[config.mk]
export PLATFORM = sky130hd
export DESIGN_NAME = procesamiento_cmd
export DESIGN_NICKNAME = d
export VERILOG_FILES = /design/src/rtl/procesamiento_cmd_pkg.sv /design/src/rtl/procesamiento_cmd_contador_timeout.sv /design/src/rtl/procesamiento_cmd.sv
export SDC_FILE = /design/constraint.sdc
export NUM_CORES = 1
export LEC_CHECK = 0
export ABC_AREA = 1
export BUFFER_PORTS_ARGS = -buffer_cell sky130_fd_sc_hd__buf_4
export CAP_MARGIN = 25
export CORE_MARGIN = 2
export CORE_UTILIZATION = 40
export CTS_CLUSTER_DIAMETER = 150
export DETAILED_ROUTE_END_ITERATION = 10
export PLACE_DENSITY = 0.67
export RECOVER_POWER = 25
export SLEW_MARGIN = 20
export SYNTH_ARGS = -nofsm -noshare
export SYNTH_HDL_FRONTEND = slang
export SYNTH_HIERARCHICAL = 1
export SYNTH_SLANG_ARGS = --single-unit
[constraint.sdc]
create_clock -name sd_clock -period 2.1 [get_ports sd_clock]
set_input_delay 0.105 -clock sd_clock [delete_from_list [all_inputs] [get_ports sd_clock]]
set_output_delay 0.105 -clock sd_clock [all_outputs]
set_load 0.02 [all_outputs]
[src/rtl/procesamiento_cmd_pkg.sv]
// -----------------------------------------------------------------------------
// procesamiento_cmd_pkg
// Shared definitions for the SD command processing block:
//   - state_t          : command FSM state encoding
//   - RESP_*           : response_type codes
//   - START_BIT,
//     TRANSMISSION_BIT : leading bits of a host-to-card command token
//   - build_cmd()      : assembles the 40-bit command token
// -----------------------------------------------------------------------------
package procesamiento_cmd_pkg;

  typedef enum logic [2:0] {
    IDLE      = 3'd0,
    LOAD      = 3'd1,
    SEND      = 3'd2,
    WAIT_RESP = 3'd3,
    CHECK     = 3'd4,
    FINISH    = 3'd5
  } state_t;

  localparam logic [1:0] RESP_NONE = 2'b00;
  localparam logic [1:0] RESP_48   = 2'b01;
  localparam logic [1:0] RESP_136  = 2'b10;

  localparam logic START_BIT        = 1'b0;
  localparam logic TRANSMISSION_BIT = 1'b1;

  localparam int unsigned CMD_W = 40;

  // Token sent to the physical layer; CRC and end bit are appended downstream.
  function automatic logic [CMD_W-1:0] build_cmd(input logic [5:0]  index,
                                                 input logic [31:0] argument);
    return {START_BIT, TRANSMISSION_BIT, index, argument};
  endfunction

endpackage

[src/rtl/procesamiento_cmd_contador_timeout.sv]
// -----------------------------------------------------------------------------
// contador_timeout
// Saturating watchdog counter for waits on the SD physical layer.
//   clk, rst_n : clock, asynchronous active-low reset
//   clear      : synchronous clear, priority over enable
//   enable     : count one step per cycle
//   expired    : count has reached TIMEOUT_CYCLES-1 (counter stays there)
// -----------------------------------------------------------------------------
module contador_timeout #(
  parameter int unsigned TIMEOUT_CYCLES = 1024
) (
  input  logic clk,
  input  logic rst_n,
  input  logic clear,
  input  logic enable,
  output logic expired
);

  localparam int unsigned CW = (TIMEOUT_CYCLES > 2) ? $clog2(TIMEOUT_CYCLES) : 1;
  localparam logic [CW-1:0] LIMIT = CW'(TIMEOUT_CYCLES - 1);

  logic [CW-1:0] count;

  always_ff @(posedge clk or negedge rst_n) begin
    if (!rst_n) begin
      count <= '0;
    end else if (clear) begin
      count <= '0;
    end else if (enable && (count != LIMIT)) begin
      count <= count + 1'b1;
    end
  end

  assign expired = (count == LIMIT);

endmodule

[src/rtl/procesamiento_cmd.sv]
// -----------------------------------------------------------------------------
// procesamiento_cmd
// Host-side SD command sequencer. Latches a host command, hands the 40-bit
// token to the physical layer with a strobe/ack handshake, optionally waits
// for a 48- or 136-bit response (4-phase strobe_in/ack_out), checks the echoed
// index of 48-bit responses and reports completion with error flags.
//
// Ports
//   sd_clock, reset          : clock, asynchronous active-low reset
//   new_command, cmd_index,
//   cmd_argument,
//   response_type            : host request (sampled in IDLE only)
//   busy, command_complete,
//   response_out,
//   timeout_error,
//   index_error, idle_out    : host status
//   cmd_to_send, strobe_out,
//   ack_in, no_response      : command path to the physical layer
//   strobe_in, response,
//   ack_out, command_timeout : response path from the physical layer
// -----------------------------------------------------------------------------
module procesamiento_cmd #(
  parameter int unsigned TIMEOUT_CYCLES = 1024
) (
  input  logic         sd_clock,
  input  logic         reset,
  input  logic         new_command,
  input  logic [5:0]   cmd_index,
  input  logic [31:0]  cmd_argument,
  input  logic [1:0]   response_type,
  output logic         busy,
  output logic         command_complete,
  output logic [127:0] response_out,
  output logic         timeout_error,
  output logic         index_error,
  output logic [39:0]  cmd_to_send,
  output logic         strobe_out,
  input  logic         ack_in,
  output logic         idle_out,
  output logic         no_response,
  input  logic         strobe_in,
  input  logic [127:0] response,
  output logic         ack_out,
  input  logic         command_timeout
);

  import procesamiento_cmd_pkg::*;

  state_t      state;
  logic [5:0]  idx_q;
  logic [31:0] arg_q;
  logic [1:0]  rtype_q;

  logic wd_enable;
  logic wd_clear;
  logic wd_expired;

  // The counter only runs in SEND/WAIT_RESP and is held at zero elsewhere, so
  // every entry into those states starts from zero. The only direct
  // SEND->WAIT_RESP hop is on ack_in, which clears it explicitly.
  assign wd_enable = (state == SEND) || (state == WAIT_RESP);
  assign wd_clear  = !wd_enable || ((state == SEND) && ack_in);

  contador_timeout #(
    .TIMEOUT_CYCLES(TIMEOUT_CYCLES)
  ) u_contador_timeout (
    .clk     (sd_clock),
    .rst_n   (reset),
    .clear   (wd_clear),
    .enable  (wd_enable),
    .expired (wd_expired)
  );

  always_ff @(posedge sd_clock or negedge reset) begin
    if (!reset) begin
      state            <= IDLE;
      idx_q            <= '0;
      arg_q            <= '0;
      rtype_q          <= RESP_NONE;
      busy             <= 1'b0;
      command_complete <= 1'b0;
      response_out     <= '0;
      timeout_error    <= 1'b0;
      index_error      <= 1'b0;
      cmd_to_send      <= '0;
      strobe_out       <= 1'b0;
      idle_out         <= 1'b1;
      no_response      <= 1'b0;
      ack_out          <= 1'b0;
    end else begin
      command_complete <= 1'b0;
      case (state)
        IDLE: begin
          if (new_command) begin
            idx_q         <= cmd_index;
            arg_q         <= cmd_argument;
            rtype_q       <= response_type;
            busy          <= 1'b1;
            idle_out      <= 1'b0;
            timeout_error <= 1'b0;
            index_error   <= 1'b0;
            state         <= LOAD;
          end
        end

        LOAD: begin
          cmd_to_send <= build_cmd(idx_q, arg_q);
          no_response <= (rtype_q == RESP_NONE);
          strobe_out  <= 1'b1;
          state       <= SEND;
        end

        SEND: begin
          if (ack_in) begin
            strobe_out <= 1'b0;
            if (no_response) begin
              command_complete <= 1'b1;
              state            <= FINISH;
            end else begin
              state <= WAIT_RESP;
            end
          end else if (wd_expired) begin
            strobe_out       <= 1'b0;
            timeout_error    <= 1'b1;
            command_complete <= 1'b1;
            state            <= FINISH;
          end
        end

        WAIT_RESP: begin
          // A reported timeout overrides a simultaneous response strobe.
          if (command_timeout || wd_expired) begin
            timeout_error    <= 1'b1;
            command_complete <= 1'b1;
            state            <= FINISH;
          end else if (strobe_in) begin
            response_out <= response;
            ack_out      <= 1'b1;
            state        <= CHECK;
          end
        end

        CHECK: begin
          // 136-bit responses (R2) carry no index echo; reserved code 11
          // is checked like a 48-bit response.
          if (rtype_q == RESP_136) begin
            index_error <= 1'b0;
          end else begin
            index_error <= (response_out[45:40] != idx_q) || !response_out[0];
          end
          if (!strobe_in) begin
            ack_out <= 1'b0;
          end
          command_complete <= 1'b1;
          state            <= FINISH;
        end

        FINISH: begin
          if (!strobe_in) begin
            ack_out  <= 1'b0;
            busy     <= 1'b0;
            idle_out <= 1'b1;
            state    <= IDLE;
          end
        end

        default: state <= IDLE;
      endcase
    end
  end

endmodule
==> results.cfg <==
[outcome]
outcome = completed

[route]
vias = 8679
firstDrtPassIters = 6
routed_wl_um = 27900
via_per_inst = 4.56
drt_iter0_drc = 463
wl_per_cell_um = 14.6
route.detailed.drc = 0
drtAntennaViolNets = 0

[global_route]
grt_pass1_wl_um = 43600
globalRouteTotalUtil_pct = 22.0
antenna_found_initial = 3
grt_overflow = 0
grt_pass1_vias = 8679
grt_max_degree = 82

[floorplanning]
die_height_um = 157
core_area_sq_mm = 0.0233
rows = 56
start_util_pct = 40.4
io_pins = 350
dieArea_sq_mm = 0.0247
fp.dieW_um = 157

[sta]
fmax_ghz = 0.509
slew_headroom_pct = 28.1
tightest_slew_ns = 1.08
slew_violations = 0
min_period_over_period_pct = 93.6
finalHoldViolations = 0
setup_ws_ns = 0.134
timing.hold.ws_ns = 0.352
finalSetupTns_ns = 0
setup_violations = 0
grt_setup_unrepaired = yes
fin_skew_ns = 0.00929
period_minus_slack_ns = 1.97

[setup_path]
arrival_ns = 2.35
start_kind = register
critPathMaxFanout = 33
required_ns = 2.49
crit_type = register to register
cp-end-kind = register

[logic_synthesis]
syn_inst = 1043
ys_warn_count = 6
yosysSeqAreaShare_pct = 60.7
yosysUniqueCellTypes = 34
synth.net_count = 1218
syn_area_sq_mm = 0.00940
syn_avg_cell_area_sq_um = 9.01
ys_ff_latch = 228

[clock_tree]
cts.reportedPaths.clkPinSlew_ns = 0.06
clk_path_buf_depth = 3
cts_num_sinks = 228
htree_levels = 1
cts_setup_buffers = 0
clock_latency_ns = 0.51
cts_buffers = 25
cts_tree = built
ctsRootBufferMaster = clkbuf_16

[layout]
n_fill_cell = 1834
final_cells = 1905
nets = 1743
layout-drive-gt1-share_pct = 26.9
syn_to_final_growth_pct = 58.7

[place]
dpl_worst_slack_ns = 0.131
post-place-cells = 1685
io_buffer_count = 348
hpwl_um = 18400
place_congestion = 0.834

[power]
leakagePower_uw = 0.00790
p_total_uw = 20200
p_per_area_mw_per_mm2 = 1350
ir_drop_mv = 0.739

[run]
maxCapViolCount = 0

[hold_path]
hp-class = primary input to register
-- synthesized netlist by cell type --
master | n | share of area (%)
nand3_4 | 1 | 0.19
o21ai_1 | 106 | 5.6
conb_1 | 1 | 0.040
o211ai_1 | 1 | 0.080
xnor2_1 | 1 | 0.093
nor2_1 | 26 | 1.0
buf_6 | 22 | 2.6
nand2_1 | 273 | 11
clkbuf_1 | 6 | 0.24
nand3_1 | 29 | 1.5
nand3b_1 | 1 | 0.080
o21a_1 | 1 | 0.080
ha_1 | 1 | 0.13
or2_2 | 1 | 0.067
buf_8 | 1 | 0.16
a21oi_1 | 11 | 0.59
dfrtp_1 | 227 | 60
nand2_2 | 2 | 0.13
nand2_4 | 1 | 0.12
nor2_4 | 2 | 0.24
nand3_2 | 1 | 0.11
nor2_2 | 4 | 0.27
nand3b_2 | 1 | 0.12
dfstp_2 | 1 | 0.28
o221ai_1 | 1 | 0.093
inv_1 | 191 | 7.6
buf_2 | 16 | 0.85
nand4_1 | 3 | 0.20
clkinv_2 | 1 | 0.053
o2111ai_1 | 1 | 0.093
buf_4 | 4 | 0.32
o21ai_0 | 103 | 5.5
nor3_1 | 1 | 0.053
inv_2 | 1 | 0.040
-- critical path, stage by stage, from the launching register on --
cell and delay [ns]:
dfrtp_1 0.40, ha_1 0.23, nand2_2 0.10, nor2_4 0.05, nand3_1 0.11, nor2_2 0.06, nor2_2 0.22, nand3_4 0.14
buf_12 0.17, buf_12 0.16, nand2_1 0.10, o21ai_1 0.07
-- cell type report --
type                       count  area (sq um)  area share (%)
sequential                   228          5710            38.3
timing repair buffer         547          4700            31.5
multi-input combinational    573          2580            17.3
inverter                     193           727            4.87
clock buffer                  36           717            4.81
tap                          319           399            2.68
clock inverter                 6          80.1           0.537
antenna                        3          7.51          0.0503
-- per-stage QoR --
stage | utilization [%] | area [sq um]
final | 64.1 | 14900
after global routing | 64.1 | 14900
after CTS | 64.1 | 14900
after detailed placement | 53.2 | 12400
after global placement | 53.2 | 12400
after floorplan | - | 9400
-- kinds of logic (layout without fill, tap and decap cells) --
group / after synthesis / count (layout) / synth area share, %
xor+xnor: 1 / 1 / 0.0932
simple gates: 346 / 346 / 15.1
buf+inv: 242 / 782 / 11.9
fa+ha+maj: 1 / 1 / 0.133
compound gates: 224 / 224 / 12.1
flops: 228 / 228 / 60.7
other cells: 1 / 4 / 0.0399
-- metal layers --
layer  track usage, %  routed length [um]  vias up
met5                0                   0        -
met2             36.7               13400      304
met1             27.0               11100     4028
met3             5.23                1900       85
li1                 -                   -     4262
met4             10.5                1430        0
-- flip-flops by register name, indices dropped and copies added (netlist names) --
signal and count:
cmd_to_send 39, rtype_q 2, command_complete 1, state 3
busy 1, strobe_out 1, no_response 1, response_out 128
index_error 1, timeout_error 1, u_contador_timeout/count 10, ack_out 1
arg_q 32, idx_q 6, idle_out 1
-- cells in the final DEF, fill, tap and decap left out, drive strengths merged --
| cell | count |
|---|---|
| clkbuf | 41 |
| bufinv | 2 |
| nor3 | 1 |
| diode | 3 |
| dfstp | 1 |
| dlygate4sd3 | 174 |
| o221ai | 1 |
| xnor2 | 1 |
| clkinv | 4 |
| conb | 1 |
| nor2 | 32 |
| nand3b | 2 |
| o21a | 1 |
| nand3 | 31 |
| o2111ai | 1 |
| ha | 1 |
| a21oi | 11 |
| inv | 193 |
| nand2 | 276 |
| or2 | 1 |
| o211ai | 1 |
| buf | 368 |
| o21ai | 209 |
| nand4 | 3 |
| dfrtp | 227 |
-- path summary, 6_finish.rpt --
kind | startpoint | end | slack, ns | depth (start not counted)
setup / recovery | u_contador_timeout/count[0]$_DFFE_PN0P_ | response_out[126]$_DFFE_PN0P_ | 0.13 | 11
setup reg to reg | u_contador_timeout/count[0]$_DFFE_PN0P_ | response_out[126]$_DFFE_PN0P_ | 0.13 | 11
hold / removal | cmd_argument[17] | arg_q[17]$_DFFE_PN0P_ | 0.35 | 4
min in group asynchronous | reset | u_contador_timeout/count[6]$_DFFE_PN0P_ | 0.36 | 2
hold reg to reg | cmd_to_send[33]$_DFFE_PN0P_ | cmd_to_send[33]$_DFFE_PN0P_ | 0.48 | 2
max in group asynchronous | reset | response_out[103]$_DFFE_PN0P_ | 0.39 | 3
-- power breakdown --
| group | switching, uW | leakage (uW) | internal [uW] |
|---|---|---|---|
| sequential | 1080 | 0.00286 | 6310 |
| clock | 1710 | 0.000395 | 2590 |
| combinational | 4960 | 0.00465 | 3540 |
| total | 7750 | 0.00790 | 12400 |
-- timing repair --
item | 4_1_cts | 5_1_grt
endpoints found under the hold margin | 249 | 0
hold buffers | 174 | 0
endpoints found under the setup margin | 0 | 38
gates resized for setup | 0 | 5
Power figures use the tool's default switching activity.
